**src/rtl/serial_adder_pkg.sv**
```systemverilog
// Shared types for the bit-serial adder: FSM state encoding.
package serial_adder_pkg;

  typedef enum logic [1:0] {
    StIdle = 2'd0,
    StRun  = 2'd1,
    StDone = 2'd2
  } state_e;

endpackage

```
**src/rtl/serial_adder_if.sv**
```systemverilog
// Request/result bundle of the bit-serial adder; master drives operands, slave returns the sum.
interface serial_adder_if #(
  parameter int unsigned WIDTH = 8
);

  logic             start;
  logic [WIDTH-1:0] a;
  logic [WIDTH-1:0] b;
  logic             cin;
  logic             busy;
  logic             done;
  logic [WIDTH-1:0] sum;
  logic             cout;

  modport master (
    output start, a, b, cin,
    input  busy, done, sum, cout
  );

  modport slave (
    input  start, a, b, cin,
    output busy, done, sum, cout
  );

endinterface

```
**src/rtl/full_adder.sv**
```systemverilog
// Single-bit full adder cell; the only arithmetic used by serial_adder.
module full_adder (
  input  logic a,
  input  logic b,
  input  logic c,
  output logic sum,
  output logic carry
);

  assign sum   = a ^ b ^ c;
  assign carry = (a & b) | (a & c) | (b & c);

endmodule

```
**src/rtl/serial_adder.sv**
```systemverilog
// Bit-serial WIDTH-bit adder: one full_adder cell, LSB first, carry fed back through a register.
module serial_adder
  import serial_adder_pkg::*;
#(
  parameter int unsigned WIDTH = 8
) (
  input  logic           clk,
  input  logic           rst_n,
  serial_adder_if.slave  bus
);

  localparam int unsigned CntW = (WIDTH > 1) ? $clog2(WIDTH) : 1;
  localparam logic [CntW-1:0] CntLast = CntW'(WIDTH - 1);

  state_e           r_state;
  logic [WIDTH-1:0] r_a_sh;
  logic [WIDTH-1:0] r_b_sh;
  logic [WIDTH-1:0] r_sum_sh;
  logic             r_carry;
  logic [CntW-1:0]  r_cnt;
  logic [WIDTH-1:0] r_sum;
  logic             r_cout;
  logic             r_done;
  logic             r_busy;

  logic             w_fa_sum;
  logic             w_fa_carry;
  logic [WIDTH-1:0] w_sum_next;

  full_adder u_full_adder (
    .a     (r_a_sh[0]),
    .b     (r_b_sh[0]),
    .c     (r_carry),
    .sum   (w_fa_sum),
    .carry (w_fa_carry)
  );

  // New bit enters at the MSB so the LSB-first stream lands in place after WIDTH shifts.
  assign w_sum_next = {w_fa_sum, r_sum_sh[WIDTH-1:1]};

  always_ff @(posedge clk or negedge rst_n) begin
    if (!rst_n) begin
      r_state  <= StIdle;
      r_a_sh   <= '0;
      r_b_sh   <= '0;
      r_sum_sh <= '0;
      r_carry  <= 1'b0;
      r_cnt    <= '0;
      r_sum    <= '0;
      r_cout   <= 1'b0;
      r_done   <= 1'b0;
      r_busy   <= 1'b0;
    end else begin
      r_done <= 1'b0;
      case (r_state)
        StIdle: begin
          if (bus.start) begin
            r_a_sh  <= bus.a;
            r_b_sh  <= bus.b;
            r_carry <= bus.cin;
            r_cnt   <= '0;
            r_busy  <= 1'b1;
            r_state <= StRun;
          end
        end
        StRun: begin
          r_a_sh   <= r_a_sh >> 1;
          r_b_sh   <= r_b_sh >> 1;
          r_sum_sh <= w_sum_next;
          r_carry  <= w_fa_carry;
          r_cnt    <= r_cnt + CntW'(1);
          if (r_cnt == CntLast) begin
            r_sum   <= w_sum_next;
            r_cout  <= w_fa_carry;
            r_done  <= 1'b1;
            r_state <= StDone;
          end
        end
        StDone: begin
          r_busy  <= 1'b0;
          r_state <= StIdle;
        end
        default: begin
          r_busy  <= 1'b0;
          r_state <= StIdle;
        end
      endcase
    end
  end

  assign bus.busy = r_busy;
  assign bus.done = r_done;
  assign bus.sum  = r_sum;
  assign bus.cout = r_cout;

endmodule

```
**src/flat_wrapper.sv**
```systemverilog
// flat-port wrapper written by rule: the top's interface ports become plain ports
module serial_adder_flat import serial_adder_pkg::*;
#(
  parameter int unsigned WIDTH = 8
)
  (clk, rst_n, bus_start, bus_a, bus_b, bus_cin, bus_busy, bus_done, bus_sum, bus_cout);
  serial_adder_if #(.WIDTH(WIDTH)) bus_i ();
  input  logic clk;
  input  logic rst_n;
  input wire logic [$bits(bus_i.start)-1:0] bus_start;
  input wire logic [$bits(bus_i.a)-1:0] bus_a;
  input wire logic [$bits(bus_i.b)-1:0] bus_b;
  input wire logic [$bits(bus_i.cin)-1:0] bus_cin;
  output wire logic [$bits(bus_i.busy)-1:0] bus_busy;
  output wire logic [$bits(bus_i.done)-1:0] bus_done;
  output wire logic [$bits(bus_i.sum)-1:0] bus_sum;
  output wire logic [$bits(bus_i.cout)-1:0] bus_cout;
  assign bus_i.start = bus_start;
  assign bus_i.a = bus_a;
  assign bus_i.b = bus_b;
  assign bus_i.cin = bus_cin;
  assign bus_busy = bus_i.busy;
  assign bus_done = bus_i.done;
  assign bus_sum = bus_i.sum;
  assign bus_cout = bus_i.cout;
  serial_adder #(.WIDTH(WIDTH)) u_core (.clk(clk), .rst_n(rst_n), .bus(bus_i));
endmodule
```
**config.mk**
```make
export PLATFORM = sky130hd
export DESIGN_NAME = serial_adder_flat
export DESIGN_NICKNAME = d
export VERILOG_FILES = /design/src/rtl/serial_adder_pkg.sv /design/src/rtl/serial_adder_if.sv /design/src/rtl/full_adder.sv /design/src/rtl/serial_adder.sv /design/src/flat_wrapper.sv
export SDC_FILE = /design/constraint.sdc
export NUM_CORES = 1
export LEC_CHECK = 0
export CORE_UTILIZATION = 50
export CTS_CLUSTER_SIZE = 40
export DETAILED_ROUTE_END_ITERATION = 10
export PLACE_DENSITY_LB_ADDON = 0.1
export SYNTH_ARGS = -nofsm -noshare
export SYNTH_HDL_FRONTEND = slang
export SYNTH_SLANG_ARGS = --single-unit
```
**constraint.sdc**
```tcl
create_clock -name clk -period 3 [get_ports clk]
set_input_delay 0.75 -clock clk [delete_from_list [all_inputs] [get_ports clk]]
set_output_delay 0.75 -clock clk [all_outputs]
set_load 0.02 [all_outputs]
```
==> impl_metrics.toml, run 1 <==
[clock_tree]
cts_setup_buffers = 0
post_cts.resized_instances = 0
worst_skew_pair.late_latency_ns = 0.34
maximum_level_of_the_cts_h_tree = 2
tritoncts = "done"
cts_max_path_bufs = 2
clock_sink_count = 40
tritoncts.num_buffers = 5
clkSlewWorstSetupHoldPaths_ns = 0.11
clock_tree.root_cell = "sky130_fd_sc_hd__clkbuf_4"
cts-hold-fix-buffers = 0

[cells_and_area]
insertedDiodeCount = 0
final_non_filler_cell_area_mm2 = 0.00211
post_route_cells_drive_above_1_share_pct = 13.8
final_core_utilization_pct = 63.2
filler_instances = 280
nets = 196
layout-area-overhead-vs-synth_pct = 20.5
layout.cells.most_common_list = "sky130_fd_sc_hd__dfrtp_1, sky130_fd_sc_hd__clkdlybuf4s50_1, sky130_fd_sc_hd__nand2_1"
layout.cells.most_common = "sky130_fd_sc_hd__dfrtp_1"

[setup_path]
crit_required_ns = 2.25
worst_r2r_endpoint = "u_core.r_b_sh[0]$_DFFE_PN0P_"
crit_path_cell_trace = "clkdlybuf4s50_1"
end_kind = "primary output"
crit_path_max_incr_delay_ns = 0.61
critical_path_peak_fanout = 2
regToRegStartpoint = "u_core.r_state[1]$_DFFE_PN0P_"
worstSetupPathType = "flip-flop to primary output"
critical-path-top-delay-family = "buffers and inverters"
critical_path_arrival_ns = 1.34
cp.buffers_inverters = 1
worst_r2r_path_depth = 3
r2r_slack_ns = 1.35
worst_setup_sp_type = "flip-flop"
cp_slowest_cell = "sky130_fd_sc_hd__clkdlybuf4s50_1"

[drt]
detailroute.via_count = 1213
route.final.wire_length_um = 3280
drt_pre_antenna_iters = 4
routed_via_density = 5.51
route.detailed.drc = 0
drt_iter0_markers = 74
drt.antenna.violating_nets = 0
avgRoutedWirePerCell_um = 14.9

[min_path]
hold_path.class = "flip-flop to flip-flop"
cell_depth_of_the_worst_min_delay_path = 2
timing.hold.worst.start = "u_core.r_sum_sh[1]$_DFFE_PN0P_"
destination_of_the_worst_hold_path = "u_core.r_sum_sh[1]$_DFFE_PN0P_"

[power_and_ir_drop]
power.density_mw_per_mm2 = 1050
power.share.clock_pct = 15.6
total_switching_power_uw = 777
power.share.switching_pct = 35.1
internal_power_component_uw = 1440
max-vdd-ir-drop_mv = 0.474
power.share.combinational_pct = 41.0
sequentialPowerShare_pct = 43.5
post-layout-total-power_uw = 2210
power.leakage_uw = 0.000957

[sta]
worst_slew_pin_slew_ns = 0.856
max-slew-margin-rel_pct = 42.9
slew_violations = 0
worst_setup_skew_after_layout_ns = 0.00674
fin_crit_sh_pct = 69.6
timing_hold_violations_final = 0
max_freq_ghz = 0.479
setup_total_negative_slack_ns = 0
period_minus_slack_ns = 2.09
setup_repair_after_global_routing_missed_its_margin = "false"
final-setup-viol-count = 0

[die]
fp-row-count = 21
die_w_um = 61.1
floorplan.initialDensity_pct = 52.4
dieArea_mm2 = 0.00374
area_of_the_placeable_core_mm2 = 0.00334
floorplan.io_pins = 31
die-height_um = 61.1

[job]
cap_violations = 0

[global_route]
via_count_of_the_first_global_routing_pass = 1178
maximum_number_of_pins_on_one_net_before_global_route_repair = 41
grt.total_usage_pct = 20.4
grt_pass1_wl_um = 5490
antenna_violations_before_repair = 0
grt_overflow_total = 0

[logic_synthesis]
syn-num-nets = 168
synth_area_mm2 = 0.00175
post_synth_num_cell_types = 26
post_synthesis_sequential_area_ratio_pct = 57.2
synth_area_leaders = "sky130_fd_sc_hd__dfrtp_1, sky130_fd_sc_hd__mux2_4, sky130_fd_sc_hd__o22ai_1"
synth_area_per_cell_um2 = 12.1
synthesis.yosys.warnings = 0
postSynthCellCount = 145
synthDominantCellAreaShare_pct = 57.2
ys_ff_latch = 40
synth_area_leader_cell = "sky130_fd_sc_hd__dfrtp_1"

[placed_design]
place_area_mm2 = 0.00203
detailed_place_hpwl_um = 2250
numPortBuffers = 30
final_weighted_congestion_of_routability_driven_global_placement = 0.750

[run_status]
status = "completed"
[final cells by class]
class                           instances  area (µm²)  area share [%]
Clock inverter                          2        35.0            1.66
Inverter                                5        23.8            1.13
Multi-Input combinational cell         91         654            31.0
Tap cell                               46        57.6            2.73
Timing Repair Buffer                   30         295            14.0
Clock buffer                            6        41.3            1.96
Sequential cell                        40        1000            47.5
[Yosys cell counts]
cell and n:
sky130_fd_sc_hd__o21ai_1 1, sky130_fd_sc_hd__nor2_1 2, sky130_fd_sc_hd__nand2_8 1, sky130_fd_sc_hd__mux2_4 9, sky130_fd_sc_hd__buf_2 2, sky130_fd_sc_hd__buf_6 4, sky130_fd_sc_hd__ha_1 2, sky130_fd_sc_hd__inv_6 1
sky130_fd_sc_hd__a2bb2oi_1 6, sky130_fd_sc_hd__inv_1 4, sky130_fd_sc_hd__nand2_1 24, sky130_fd_sc_hd__nor2_2 1, sky130_fd_sc_hd__clkbuf_1 2, sky130_fd_sc_hd__fa_1 1, sky130_fd_sc_hd__dfrtp_1 40, sky130_fd_sc_hd__a21oi_1 8
sky130_fd_sc_hd__a22o_1 2, sky130_fd_sc_hd__o21ai_0 4, sky130_fd_sc_hd__nor2b_1 1, sky130_fd_sc_hd__o22ai_1 18, sky130_fd_sc_hd__nor2b_4 1, sky130_fd_sc_hd__nand3b_1 3, sky130_fd_sc_hd__nand2b_1 3, sky130_fd_sc_hd__o21bai_1 1
sky130_fd_sc_hd__o221a_2 3, sky130_fd_sc_hd__buf_4 1
[power groups by stage]
stage          clock network, µW  registers (µW)  logic (µW)
5_1_grt                      371             996        1000
3_5_place_dp                   0             973         912
2_1_floorplan                  0             998         634
4_1_cts                      356             962         913
3_3_place_gp                   0             960         879
6_report                     345             962         907
[cells by family (layout without fill, tap and decap cells)]
group                    after synthesis  in the layout  synth area share (%)
AO/OA/AOI/OAI                         43             43                  16.5
adder cells (fa/ha/maj)                3              3                  2.57
buffers and inverters                 14             43                  5.36
flip-flops                            40             40                  57.2
AND/OR/NAND/NOR                       36             36                  10.6
multiplexers                           9              9                  7.73
[layer usage]
metal | part of all wire [%] | GRT usage [%]
met1 | 46 | 26.8
met2 | 47 | 32.5
met3 | 5.2 | 6.93
met4 | 1.3 | 5.84
met5 | 0 | 0
[sequential cells by signal (all words and copies together), names as in the netlist]
name and count:
u_core.r_state 2, u_core.r_cnt 3, u_core.bus.busy 1, u_core.bus.done 1
u_core.r_sum_sh 7, u_core.bus.cout 1, u_core.r_a_sh 8, u_core.r_carry 1
u_core.bus.sum 8, u_core.r_b_sh 8
[worst max path at each step]
stage / slack, ns / cells after the start / endpoint / start
after floorplan: 1.62 / 5 / u_core.bus.sum[0]$_DFFE_PN0P_ / u_core.r_cnt[0]$_DFFE_PN0P_
after global placement: 0.71 / 4 / u_core.r_b_sh[5]$_DFFE_PN0P_ / bus_start
after detailed placement: 0.65 / 4 / u_core.r_a_sh[6]$_DFFE_PN0P_ / bus_start
after CTS: 0.89 / 1 / bus_cout / u_core.bus.cout$_DFFE_PN0P_
after global routing: 0.85 / 1 / bus_sum[2] / u_core.bus.sum[2]$_DFFE_PN0P_
final: 0.91 / 1 / bus_cout / u_core.bus.cout$_DFFE_PN0P_
[stage by stage]
step / setup slack, ns / hold slack, ns / instances
3_3_place_gp: 0.712 / 0.463 / 212
6_report: 0.911 / 0.490 / 220
2_1_floorplan: 1.62 / 0.445 / 145
3_5_place_dp: 0.648 / 0.468 / 212
4_1_cts: 0.887 / 0.495 / 220
5_1_grt: 0.848 / 0.534 / 220
(Power assumes the default switching activity.)
==> inputs of run 2 (changes only) <==
- clock period: 3 -> 1.95 ns (I/O delays scaled with it)
==> run 2 against run 1 <==
  * First-iteration DRC count down 27%
  * Wire length up 5.2%
  * Cell count up 0.91%
  * Clock power up 11%
  * Utilization down 0.22 points
  * Sequential cell count unchanged
  * Global-route usage up 0.25 points
  * Critical endpoint is now bus_sum[2]
  * Largest cell class unchanged
  * Largest power group unchanged
==> impl_metrics.toml, run 2 (synthesis gave the netlist of run 1 again) <==
[placed_design]
numPortBuffers = 30
final_weighted_congestion_of_routability_driven_global_placement = 0.806
dpl.cell_count = 215
detailed_place_hpwl_um = 2360

[setup_path]
cp.buffers_inverters = 1
crit_required_ns = 1.46
worstSetupPathType = "flip-flop to primary output"
cp_slowest_cell = "sky130_fd_sc_hd__clkdlybuf4s50_1"
critical_path_arrival_ns = 1.33
end_kind = "primary output"
critical_path_peak_fanout = 2
critical-path-top-delay-family = "buffers and inverters"
crit_path_max_incr_delay_ns = 0.62
worst_r2r_path_depth = 3
critical_path_depth = 1
worst_setup_sp_type = "flip-flop"
crit_path_cell_trace = "clkdlybuf4s50_1"
r2r_slack_ns = 0.34

[run_status]
status = "completed"

[die]
fp-row-count = 21
die-height_um = 61.1
floorplan.initialDensity_pct = 52.4
dieArea_mm2 = 0.00374
area_of_the_placeable_core_mm2 = 0.00334
floorplan.io_pins = 31
die_w_um = 61.1

[drt]
detailroute.via_count = 1232
drt_iter0_markers = 54
wl_met1_um = 1530
dr_wl_met2_um = 1700
route.detailed.drc = 0
drt.antenna.violating_nets = 0
routed_via_density = 5.55
route.final.wire_length_um = 3450
avgRoutedWirePerCell_um = 15.5
drt_pre_antenna_iters = 4
routed-wl-met3_um = 171
highest-signal-layer = "met4"

[global_route]
grt_overflow_total = 0
grt.total_usage_pct = 20.7
grt_pass1_wl_um = 5400
via_count_of_the_first_global_routing_pass = 1202
maximum_number_of_pins_on_one_net_before_global_route_repair = 41
antenna_violations_before_repair = 0

[min_path]
hold_path.class = "primary input to async pin"

[cells_and_area]
final_core_utilization_pct = 63.0
layout-area-overhead-vs-synth_pct = 20.1
post_route_cells_drive_above_1_share_pct = 14.8
insertedDiodeCount = 0
nets = 199
layout.cells.most_common = "sky130_fd_sc_hd__dfrtp_1"
instances_no_fill = 222
layout.cells.most_common_list = "sky130_fd_sc_hd__dfrtp_1, sky130_fd_sc_hd__clkdlybuf4s50_1, sky130_fd_sc_hd__nand2_1"

[power_and_ir_drop]
internal_power_component_uw = 2080
power.density_mw_per_mm2 = 1560
power.leakage_uw = 0.000957
sequentialPowerShare_pct = 45.4
power.share.clock_pct = 11.7
max-vdd-ir-drop_mv = 0.631
power.share.switching_pct = 36.4
total_switching_power_uw = 1190
post-layout-total-power_uw = 3270
power.share.combinational_pct = 42.9

[sta]
setup_repair_after_global_routing_missed_its_margin = "false"
holdWs_ns = 0.180
period_minus_slack_ns = 1.82
worst_slew_pin_slew_ns = 0.700
setup_total_negative_slack_ns = 0
slew_violations = 0
final-setup-viol-count = 0
timing_hold_violations_final = 0
max-slew-margin-rel_pct = 53.3
max_freq_ghz = 0.549
worst_setup_skew_after_layout_ns = 0.00870
fin_crit_sh_pct = 93.5

[job]
cap_violations = 0

[clock_tree]
maximum_level_of_the_cts_h_tree = 2
cts-hold-fix-buffers = 0
worst_skew_pair.late_latency_ns = 0.34
clock_sink_count = 40
tritoncts = "done"
clock_tree.root_cell = "sky130_fd_sc_hd__clkbuf_4"
clkSlewWorstSetupHoldPaths_ns = 0.11
cts_setup_buffers = 0
cts_max_path_bufs = 2
post_cts.resized_instances = 0
tritoncts.num_buffers = 5
run 2: layout make-up:
class / count / area (µm²)
Clock buffer: 6 / 41.3
Clock inverter: 1 / 5.00
Fill cell: 300 / 1240
Inverter: 5 / 23.8
Multi-Input combinational cell: 91 / 654
Sequential cell: 40 / 1000
Tap cell: 46 / 57.6
Timing Repair Buffer: 33 / 318
run 2: power by group through the flow:
stage               sequential [µW]  clock, µW  combinational, µW
finish                         1480        383               1400
global route                   1530        431               1540
CTS                            1480        398               1410
detailed placement             1500          0               1410
global placement               1480          0               1360
floorplan                      1540          0                975
run 2: layer usage:
| metal | vias to the layer above | track usage (%) |
|---|---|---|
| met5 | - | 0 |
| met4 | 0 | 10.7 |
| met3 | 6 | 5.88 |
| met2 | 45 | 34.3 |
| met1 | 605 | 24.6 |
| li1 | 576 | - |
run 2: worst paths after layout:
| kind | endpoint | start |
|---|---|---|
| worst max register to register | u_core.r_a_sh[4]$_DFFE_PN0P_ | u_core.r_state[1]$_DFFE_PN0P_ |
| worst min-delay path | u_core.r_cnt[0]$_DFFE_PN0P_ | rst_n |
| worst max-delay path | bus_sum[2] | u_core.bus.sum[2]$_DFFE_PN0P_ |
| min in group clk | u_core.r_cnt[0]$_DFFE_PN0P_ | u_core.r_cnt[0]$_DFFE_PN0P_ |
| worst min register to register | u_core.r_cnt[0]$_DFFE_PN0P_ | u_core.r_cnt[0]$_DFFE_PN0P_ |
| max in group asynchronous | u_core.r_b_sh[7]$_DFFE_PN0P_ | rst_n |
run 2: metrics by stage:
stage,instance area [µm²],setup slack [ns]
after detailed placement,2050,0.129
after global routing,2100,0.0572
after CTS,2100,0.105
after global placement,2050,0.176
after floorplan,1750,0.570
final,2100,0.128
run 2: worst reg2reg max path: stages (launching register included):
cell and delay [ns]:
sky130_fd_sc_hd__dfrtp_1 0.58, sky130_fd_sc_hd__nand2b_1 0.62, sky130_fd_sc_hd__o22ai_1 0.19, sky130_fd_sc_hd__a21oi_1 0.15
==> inputs of run 3 (changes only) <==
- SYNTH_HIERARCHICAL: not set -> 1
- TNS_END_PERCENT: not set -> 100
- clock period: 1.95 -> 1.75 ns (I/O delays scaled with it)
==> run 3 against run 2 <==
  * Via count is 3.2% higher
  * Critical path type unchanged
  * Largest power group unchanged
  * Non-clock buffer count is 8 higher
  * Critical endpoint is now bus_sum[6]
  * Design area increased by 5.8%
  * Highest routed layer unchanged
  * Clock-buffer cell count stayed put
  * Die area up 0.70%
  * Cell count increased by 4.1%
  * Synthesized area rose by 0.72%
  * Wire length up 4.9%
==> impl_metrics.toml, run 3 <==
[logic_synthesis]
post_synth_num_cell_types = 30
synth-edff-count = 0
synth_area_leader_cell = "sky130_fd_sc_hd__dfrtp_1"
synth_area_per_cell_um2 = 12.2
ys_ff_latch = 40
synth_area_mm2 = 0.00176
yosys_most_used_dff = "sky130_fd_sc_hd__dfrtp_1"
synth_most_common_cell = "sky130_fd_sc_hd__dfrtp_1"
asyncSetResetFlopFracSynth_pct = 100
syn-num-nets = 167
synth_area_leaders = "sky130_fd_sc_hd__dfrtp_1, sky130_fd_sc_hd__o22a_1, sky130_fd_sc_hd__mux2_4"
synthesis.yosys.warnings = 6
synthDominantCellAreaShare_pct = 56.8
postSynthCellCount = 144
post_synthesis_sequential_area_ratio_pct = 56.8
post_synth_most_frequent_cells = "sky130_fd_sc_hd__dfrtp_1, sky130_fd_sc_hd__nand2_1, sky130_fd_sc_hd__o22a_1"

[setup_path]
end_kind = "primary output"
worstSetupPathType = "flip-flop to primary output"
critical_path_peak_fanout = 2
crit_path_cell_trace = "dlygate4sd2_1"
crit_required_ns = 1.31
cp.buffers_inverters = 1
critical_path_arrival_ns = 1.08
crit_path_max_incr_delay_ns = 0.41
critical-path-top-delay-family = "flip-flops"
cp_slowest_cell = "sky130_fd_sc_hd__dfrtp_1"
worst_setup_sp_type = "flip-flop"

[cells_and_area]
insertedDiodeCount = 0
post_route_cells_drive_above_1_share_pct = 17.8
final_non_filler_cell_area_mm2 = 0.00222
layout-area-overhead-vs-synth_pct = 26.2
layout.cells.most_common = "sky130_fd_sc_hd__dfrtp_1"
layout.cells.most_common_list = "sky130_fd_sc_hd__dfrtp_1, sky130_fd_sc_hd__nand2_1, sky130_fd_sc_hd__clkdlybuf4s50_1, sky130_fd_sc_hd__o22a_1"
nets = 207

[die]
die-height_um = 61.4
floorplan.initialDensity_pct = 52.4
dieArea_mm2 = 0.00377
area_of_the_placeable_core_mm2 = 0.00336
die_w_um = 61.4
floorplan.io_pins = 31
fp-row-count = 21

[global_route]
grt_overflow_total = 0
gr-max-usage-layer = "met2"
grt.met1_usage_pct = 27.2
grt.total_usage_pct = 23.5
antenna_violations_before_repair = 0
via_count_of_the_first_global_routing_pass = 1324
grt.met3_usage_pct = 7.77
global_routing_met2_resource_utilization_pct = 40.4
maximum_number_of_pins_on_one_net_before_global_route_repair = 23
grt_pass1_wl_um = 6110

[power_and_ir_drop]
power.leakage_uw = 0.00106
power.share.combinational_pct = 42.3
power.share.switching_pct = 35.6
post-layout-total-power_uw = 3890
sequentialPowerShare_pct = 42.3
power.share.clock_pct = 15.4
total_switching_power_uw = 1380
power.density_mw_per_mm2 = 1750
internal_power_component_uw = 2500
max-vdd-ir-drop_mv = 0.988

[clock_tree]
clkSlewWorstSetupHoldPaths_ns = 0.12
maximum_level_of_the_cts_h_tree = 2
cts_max_path_bufs = 2
tritoncts = "done"
tritoncts.num_buffers = 5
clock_sink_count = 40
cts_setup_buffers = 0
worst_skew_pair.late_latency_ns = 0.35
cts-hold-fix-buffers = 0
clock_tree.root_cell = "sky130_fd_sc_hd__clkbuf_4"
post_cts.resized_instances = 10

[drt]
drt_iter0_markers = 66
drt.antenna.violating_nets = 0
route.detailed.drc = 0
avgRoutedWirePerCell_um = 15.6
route.final.wire_length_um = 3620
drt_pre_antenna_iters = 4
routed_via_density = 5.50
detailroute.via_count = 1271

[sta]
max_freq_ghz = 0.659
worst_slew_pin_slew_ns = 0.431
max-slew-margin-rel_pct = 71.3
timing_hold_violations_final = 0
worst_setup_skew_after_layout_ns = 0.00860
period_minus_slack_ns = 1.52
setup_repair_after_global_routing_missed_its_margin = "false"
setup_total_negative_slack_ns = 0
fin_crit_sh_pct = 86.7
final-setup-viol-count = 0
slew_violations = 0

[run_status]
status = "completed"

[placed_design]
numPortBuffers = 30
detailed_place_hpwl_um = 2700
place_area_mm2 = 0.00216
final_weighted_congestion_of_routability_driven_global_placement = 0.862

[min_path]
hold_path.class = "primary input to async pin"

[job]
cap_violations = 0
## run 3: stage by stage
step	instances	hold WS, ns	setup WS (ns)	utilization (%)
2_1_floorplan	144	0.142	0.388	-
3_3_place_gp	223	0.402	0.0829	64.1
3_5_place_dp	223	0.404	0.0541	64.1
4_1_cts	231	0.0159	0.0195	66.0
5_1_grt	231	0.0130	0.161	66.1
6_report	231	0.00435	0.232	66.1
## run 3: metal layers
layer	vias to the layer above	share of wire, %
li1	590	-
met1	642	43
met2	31	50
met3	8	4.8
met4	0	1.8
met5	-	0
## run 3: cell families (layout without fill, tap and decap cells)
kind of cell | Yosys count | in the layout | synth area share, %
AO/OA/AOI/OAI | 33 | 33 | 15.5
buffers and inverters | 11 | 52 | 3.91
adder cells (fa/ha/maj) | 3 | 3 | 2.56
AND/OR/NAND/NOR | 48 | 48 | 13.8
flip-flops | 40 | 40 | 56.8
multiplexers | 9 | 9 | 7.46
## run 3: power groups by stage
stage / Sequential (µW) / Combinational, µW / Clock (µW)
3_5_place_dp: 1670 / 1740 / 0
4_1_cts: 1650 / 1670 / 609
6_report: 1640 / 1640 / 599
2_1_floorplan: 1710 / 1070 / 0
5_1_grt: 1700 / 1830 / 663
3_3_place_gp: 1640 / 1650 / 0
## run 3: layout make-up
type | count | area [µm²]
fillers | 296 | 1140
flip-flops and latches | 40 | 1000
multi-input cells | 93 | 692
repair buffers | 41 | 380
well taps | 46 | 57.6
clock buffers | 6 | 41.3
clock inverters | 2 | 35.0
inverters | 3 | 16.3
## run 3: path summary, 6_finish.rpt
kind | slack (ns) | to | from | cells after the start
worst max-delay path | 0.23 | bus_sum[6] | u_core/bus.sum[6]$_DFFE_PN0P_ | 1
min in group clk | 0.51 | u_core/bus.sum[5]$_DFFE_PN0P_ | u_core/bus.sum[5]$_DFFE_PN0P_ | 1
worst max register to register | 0.29 | u_core/bus.sum[5]$_DFFE_PN0P_ | u_core/r_cnt[0]$_DFFE_PN0P_ | 5
worst min-delay path | 0.004 | u_core/bus.sum[6]$_DFFE_PN0P_ | rst_n | 1
worst min register to register | 0.51 | u_core/bus.sum[5]$_DFFE_PN0P_ | u_core/bus.sum[5]$_DFFE_PN0P_ | 1
max in group asynchronous | 1.29 | u_core/r_a_sh[6]$_DFFE_PN0P_ | rst_n | 2
